### src/rtl/br_arbiter_pkg.sv
// Shared types and defaults for the PSRAM burst-RAM command-port arbiter.
package br_arbiter_pkg;

  localparam int unsigned BR_DATA_BITWIDTH          = 64;
  localparam int unsigned BR_MASK_BITWIDTH          = 8;
  localparam int unsigned BR_DEFAULT_BURST_BEATS    = 4;
  localparam int unsigned BR_DEFAULT_CMD_GAP_CYCLES = 8;

  typedef enum logic [1:0] {
    StIdle,
    StWrite,
    StRead,
    StGap
  } br_state_e;

endpackage

### src/rtl/br_arbiter_pick.sv
// Combinational 2-way request picker; prio names the port that wins a tie.
module br_arbiter_pick (
  input  logic [1:0] req,
  input  logic       prio,
  output logic       winner,
  output logic       valid
);

  always_comb begin
    valid  = |req;
    winner = prio ? req[1] : ~req[0];
  end

endmodule

### src/rtl/br_arbiter.sv
// Two-port burst arbiter for the PSRAM br_* command port (br_clk_out domain).
// Define BR_ARBITER_ROUND_ROBIN_EN for round-robin priority; default is fixed (port 0 wins).
module br_arbiter
  import br_arbiter_pkg::*;
#(
  parameter int unsigned AddressBitWidth   = 21,
  parameter int unsigned BurstBeats        = BR_DEFAULT_BURST_BEATS,
  parameter int unsigned CmdGapCycles      = BR_DEFAULT_CMD_GAP_CYCLES,
  parameter int unsigned ReadTimeoutCycles = 64
) (
  input  logic                        clk,
  input  logic                        rst,
  input  logic                        m0_req,
  input  logic                        m1_req,
  input  logic                        m0_we,
  input  logic                        m1_we,
  input  logic [AddressBitWidth-1:0]  m0_addr,
  input  logic [AddressBitWidth-1:0]  m1_addr,
  input  logic [BR_DATA_BITWIDTH-1:0] m0_wr_data,
  input  logic [BR_DATA_BITWIDTH-1:0] m1_wr_data,
  input  logic [BR_MASK_BITWIDTH-1:0] m0_wr_mask,
  input  logic [BR_MASK_BITWIDTH-1:0] m1_wr_mask,
  output logic                        m0_grant,
  output logic                        m1_grant,
  output logic                        m0_wr_ack,
  output logic                        m1_wr_ack,
  output logic                        m0_rd_valid,
  output logic                        m1_rd_valid,
  output logic [BR_DATA_BITWIDTH-1:0] rd_data,
  output logic                        m0_done,
  output logic                        m1_done,
  output logic                        rd_timeout,
  output logic                        br_cmd,
  output logic                        br_cmd_en,
  output logic [AddressBitWidth-1:0]  br_addr,
  output logic [BR_DATA_BITWIDTH-1:0] br_wr_data,
  output logic [BR_MASK_BITWIDTH-1:0] br_data_mask,
  input  logic [BR_DATA_BITWIDTH-1:0] br_rd_data,
  input  logic                        br_rd_data_valid
);

  localparam int unsigned BeatW  = $clog2(BurstBeats) + 1;
  localparam int unsigned GapW   = $clog2(CmdGapCycles + 1);
  localparam int unsigned TimerW = $clog2(ReadTimeoutCycles + 1);

  localparam logic [BeatW-1:0]  LastBeat = BeatW'(BurstBeats - 1);
  localparam logic [GapW-1:0]   GapEnd   = GapW'(CmdGapCycles);
  localparam logic [TimerW-1:0] TimerEnd = TimerW'(ReadTimeoutCycles - 1);

  br_state_e         state_q;
  logic              owner_q;
  logic [BeatW-1:0]  beat_cnt_q;
  logic [GapW-1:0]   gap_cnt_q;
  logic [TimerW-1:0] timer_q;

  logic                        prio;
  logic                        win;
  logic                        win_valid;
  logic                        win_we;
  logic [AddressBitWidth-1:0]  win_addr;
  logic [BR_DATA_BITWIDTH-1:0] win_data;
  logic [BR_MASK_BITWIDTH-1:0] win_mask;
  logic [BR_DATA_BITWIDTH-1:0] own_data;
  logic [BR_MASK_BITWIDTH-1:0] own_mask;

  br_arbiter_pick u_pick (
    .req    ({m1_req, m0_req}),
    .prio   (prio),
    .winner (win),
    .valid  (win_valid)
  );

`ifdef BR_ARBITER_ROUND_ROBIN_EN
  logic prio_q;

  // After each grant the losing port gets the tie-break.
  always_ff @(posedge clk or posedge rst) begin
    if (rst) begin
      prio_q <= 1'b0;
    end else if (state_q == StIdle && win_valid) begin
      prio_q <= ~win;
    end
  end

  assign prio = prio_q;
`else
  assign prio = 1'b0;
`endif

  always_comb begin
    win_we   = win ? m1_we      : m0_we;
    win_addr = win ? m1_addr    : m0_addr;
    win_data = win ? m1_wr_data : m0_wr_data;
    win_mask = win ? m1_wr_mask : m0_wr_mask;
    own_data = owner_q ? m1_wr_data : m0_wr_data;
    own_mask = owner_q ? m1_wr_mask : m0_wr_mask;
  end

  // Read data is a passthrough; only the owning port sees valid, and only in READ.
  assign rd_data     = br_rd_data;
  assign m0_rd_valid = br_rd_data_valid && (state_q == StRead) && !owner_q;
  assign m1_rd_valid = br_rd_data_valid && (state_q == StRead) && owner_q;

  always_ff @(posedge clk or posedge rst) begin
    if (rst) begin
      state_q      <= StIdle;
      owner_q      <= 1'b0;
      beat_cnt_q   <= '0;
      gap_cnt_q    <= '0;
      timer_q      <= '0;
      m0_grant     <= 1'b0;
      m1_grant     <= 1'b0;
      m0_wr_ack    <= 1'b0;
      m1_wr_ack    <= 1'b0;
      m0_done      <= 1'b0;
      m1_done      <= 1'b0;
      rd_timeout   <= 1'b0;
      br_cmd       <= 1'b0;
      br_cmd_en    <= 1'b0;
      br_addr      <= '0;
      br_wr_data   <= '0;
      br_data_mask <= '0;
    end else begin
      m0_grant   <= 1'b0;
      m1_grant   <= 1'b0;
      m0_wr_ack  <= 1'b0;
      m1_wr_ack  <= 1'b0;
      m0_done    <= 1'b0;
      m1_done    <= 1'b0;
      rd_timeout <= 1'b0;
      br_cmd_en  <= 1'b0;
      unique case (state_q)
        StIdle: begin
          if (win_valid) begin
            owner_q   <= win;
            m0_grant  <= ~win;
            m1_grant  <= win;
            br_cmd_en <= 1'b1;
            br_cmd    <= win_we;
            br_addr   <= win_addr;
            if (win_we) begin
              // Beat 0 goes out alongside the command.
              br_wr_data   <= win_data;
              br_data_mask <= win_mask;
              m0_wr_ack    <= ~win;
              m1_wr_ack    <= win;
              beat_cnt_q   <= BeatW'(1);
              state_q      <= StWrite;
            end else begin
              beat_cnt_q <= '0;
              timer_q    <= '0;
              state_q    <= StRead;
            end
          end
        end
        StWrite: begin
          br_wr_data   <= own_data;
          br_data_mask <= own_mask;
          m0_wr_ack    <= ~owner_q;
          m1_wr_ack    <= owner_q;
          beat_cnt_q   <= beat_cnt_q + 1'b1;
          if (beat_cnt_q == LastBeat) begin
            m0_done   <= ~owner_q;
            m1_done   <= owner_q;
            gap_cnt_q <= '0;
            state_q   <= StGap;
          end
        end
        StRead: begin
          timer_q <= timer_q + 1'b1;
          if (br_rd_data_valid) begin
            beat_cnt_q <= beat_cnt_q + 1'b1;
          end
          // A final beat landing on the timeout cycle still counts as a clean finish.
          if (br_rd_data_valid && beat_cnt_q == LastBeat) begin
            m0_done   <= ~owner_q;
            m1_done   <= owner_q;
            gap_cnt_q <= '0;
            state_q   <= StGap;
          end else if (timer_q == TimerEnd) begin
            m0_done    <= ~owner_q;
            m1_done    <= owner_q;
            rd_timeout <= 1'b1;
            gap_cnt_q  <= '0;
            state_q    <= StGap;
          end
        end
        StGap: begin
          if (gap_cnt_q == GapEnd) begin
            state_q <= StIdle;
          end else begin
            gap_cnt_q <= gap_cnt_q + 1'b1;
          end
        end
        default: state_q <= StIdle;
      endcase
    end
  end

endmodule

### config.mk
export PLATFORM = sky130hd
export DESIGN_NAME = br_arbiter
export DESIGN_NICKNAME = d
export VERILOG_FILES = /design/src/rtl/br_arbiter_pkg.sv /design/src/rtl/br_arbiter_pick.sv /design/src/rtl/br_arbiter.sv
export SDC_FILE = /design/constraint.sdc
export NUM_CORES = 1
export LEC_CHECK = 0
export CAP_MARGIN = 20
export CORE_AREA = 8 8 159 161
export DETAILED_ROUTE_END_ITERATION = 6
export DIE_AREA = 0 0 167 169
export PLACE_DENSITY_LB_ADDON = 0.25
export SETUP_SLACK_MARGIN = 0.2
export SYNTH_ARGS = -nofsm -noshare
export SYNTH_HDL_FRONTEND = slang
export SYNTH_SLANG_ARGS = --single-unit
### constraint.sdc
create_clock -name clk -period 10.4 [get_ports clk]
set_clock_uncertainty 0.1 [all_clocks]
set_input_delay 3.12 -clock clk [delete_from_list [all_inputs] [get_ports clk]]
set_output_delay 3.12 -clock clk [all_outputs]
set_load 0.01 [all_outputs]
==> flow_summary.ini <==
[sta]
worst_pin_slew_ns = 0.863
maxSlewHeadroom = 0.424
fin_crit_sh = 0.729
rsz0062_at_grt = no
setup_viol = 0
hold_viol_final = 0
maxSlewViolCount = 0
period_minus_slack_ns = 7.58
fin_tns_setup_ns = 0
holdWs_ns = 0.374
timing.fmax_mhz = 132

[clock_tree]
tritoncts = built
h-tree-depth = 4
cts_sinks = 119
cts.reportedPaths.clkPinSlew_ns = 0.05
cts_buffer_depth = 2
post_cts_resized = 0
cts_setup_buffers = 0
numCtsBuffers = 17
cts_root_buf = clkbuf_16
clock_latency_ns = 0.41
ctsHoldBuffers = 0

[run_status]
outcome = completed

[die]
initial_utilization = 0.268
die_w_um = 167
pin_count = 425
num_rows = 56
core_um2 = 22900
die_area_um2 = 28200
fp.dieH_um = 169

[place]
hpwlAfterDp_mm = 15.3
io_buffer_count = 296
place_congestion = 0.814

[drt]
dr.pass1.iters = 4
vias_per_cell = 4.42
drc = 0
route.vias.total = 5032
first_iter_violations = 162
finalWirelength_mm = 19.8
routedWlPerCell_um = 17.4
ant_nets = 0

[layout]
drive_above_1_share = 0.0601
syn2layout_area_growth_pct = 54.0
nets = 1105
antenna_cells = 0
fillers = 2286
fin_util = 0.412

[worst_hold_path]
hold_class = flop to flop

[synthesis]
syn_inst = 613
ys_ff_latch = 119
synth.distinct_cells = 42
yosys-top-cells-area = dfrtp_1, mux2i_1, buf_4, a21oi_1, nor2_1
yosysTopAreaCellShare = 0.486
synth_common_cells = dfrtp_1, mux2i_1, nor2_1
synthFlopType = dfrtp_1
netlist_area_um2 = 6130
yosys.cell_count.top_type = dfrtp_1
synth_nets = 881
ys_warn_count = 0
synth-edff-count = 0
yosysTopAreaCell = dfrtp_1
synth_area_per_cell_um2 = 10.0
async_flop_share = 1.00
ys_seq_area_frac = 0.486

[grt]
grt_pass1_vias = 5174
grt.total_usage = 0.137
antenna_found_initial = 0
grt_pass1_wl_mm = 30.4
globalRouteOverflowTotal = 0
grt_max_degree = 79

[worst_setup_path]
worst_setup_path_end_kind = primary output
path_common_cell = clkdlybuf4s50_1
cp_slowest_cell = clkdlybuf4s50_1
slowest_delay_ns = 0.54
cp_cell_sequence = clkdlybuf4s50_1 > nand2_1 > nor2_1 > clkdlybuf4s50_1
critPathKind = input pin to primary output
cp_num_buf_inv = 2
path_delay_family = buffers and inverters
critPathArrivalTime_ns = 4.36
cp_max_fo = 3
cp.required_ns = 7.18
setup.worst_path.start_class = input pin

[pwr]
p_per_area_nw_per_um2 = 280
total_power_mw = 2.65
peakVddDrop_mv = 0.149
p_leak_nw = 4.02

[run]
cap_violations = 0
[cell usage in the layout, fill, tap and decap left out, types with 2 or more instances in the layout]
cell type and instances:
o21ai_0 35, a21oi_1 78, nor2_1 81, clkinvlp_4 4
nand2b_1 5, mux2_2 3, nand4b_1 2, a31oi_1 3
inv_1 14, nand3_1 6, nand2_1 34, clkinv_4 3
nor2b_1 2, a22o_1 2, nand3b_1 2, clkdlybuf4s50_1 295
mux2i_1 95, clkbuf_16 17, buf_4 6, ha_1 11
dfrtp_1 119, mux2i_4 2, clkinv_2 4
[tightest hold or removal path, cell delays in order, from the launching register on]
cell     delay [ns]
dfrtp_1        0.34
nand2_1        0.04
o21ai_0        0.06
[stage by stage]
stage | cells | instance area, um2 | worst slack [ns]
finish | 1139 | 9440 | 2.82
floorplan | 613 | 6130 | 3.83
global placement | 1108 | 8890 | 2.82
global route | 1139 | 9440 | 2.75
CTS | 1139 | 9440 | 2.80
detailed placement | 1108 | 8890 | 2.81
[final timing paths]
path,cells past startpoint,to,slack (ns),start
max reg2reg,8,br_wr_data[50],7.19,state_q[0]
max in group asynchronous,3,br_data_mask[7],5.79,rst
max,4,m1_rd_valid,2.82,br_rd_data_valid
min reg2reg,2,br_addr[15],0.37,br_addr[15]
min,2,br_addr[15],0.37,br_addr[15]
min in group asynchronous,2,br_addr[14],3.07,rst
[registers in the layout, summed over array words and instances, names as in the netlist]
signal / cells
state_q: 2
gap_cnt_q: 4
m0_wr_ack: 1
m1_done: 1
timer_q: 7
m0_grant: 1
m0_done: 1
br_wr_data: 64
rd_timeout: 1
m1_grant: 1
owner_q: 1
br_cmd: 1
beat_cnt_q: 3
br_addr: 21
br_cmd_en: 1
m1_wr_ack: 1
br_data_mask: 8
[layout make-up]
cell class | count | area [um2] | area share
clock buffer | 19 | 443 | 0.0469
clock inverter | 12 | 106 | 0.0113
inverter | 15 | 58.8 | 0.00623
multi-input combinational | 382 | 2490 | 0.264
sequential | 119 | 2980 | 0.315
tap | 290 | 363 | 0.0384
timing repair buffer | 302 | 3000 | 0.318
[per-layer routing]
layer,vias to the layer above,routed length (um),part of all wire,GRT usage
li1,2485,-,-,-
met1,2295,8280,0.42,0.160
met2,236,9580,0.48,0.225
met3,16,1810,0.091,0.0594
met4,0,145,0.0073,0.0380
met5,-,0,0,0
[power by group]
group | switching, mW | internal [mW]
registers | 0.109 | 0.678
logic | 0.664 | 0.651
clock network | 0.216 | 0.332
total | 0.988 | 1.66
[cell families after synthesis]
family | Yosys count | synth area share
AO/OA/AOI/OAI | 129 | 0.113
XOR/XNOR | 1 | 0.00143
adder cells (fa/ha/maj) | 11 | 0.0224
buffers and inverters | 112 | 0.112
flip-flops | 119 | 0.486
multiplexers | 100 | 0.166
AND/OR/NAND/NOR | 141 | 0.0996
Note: power is estimated with default switching activity, not from simulation.
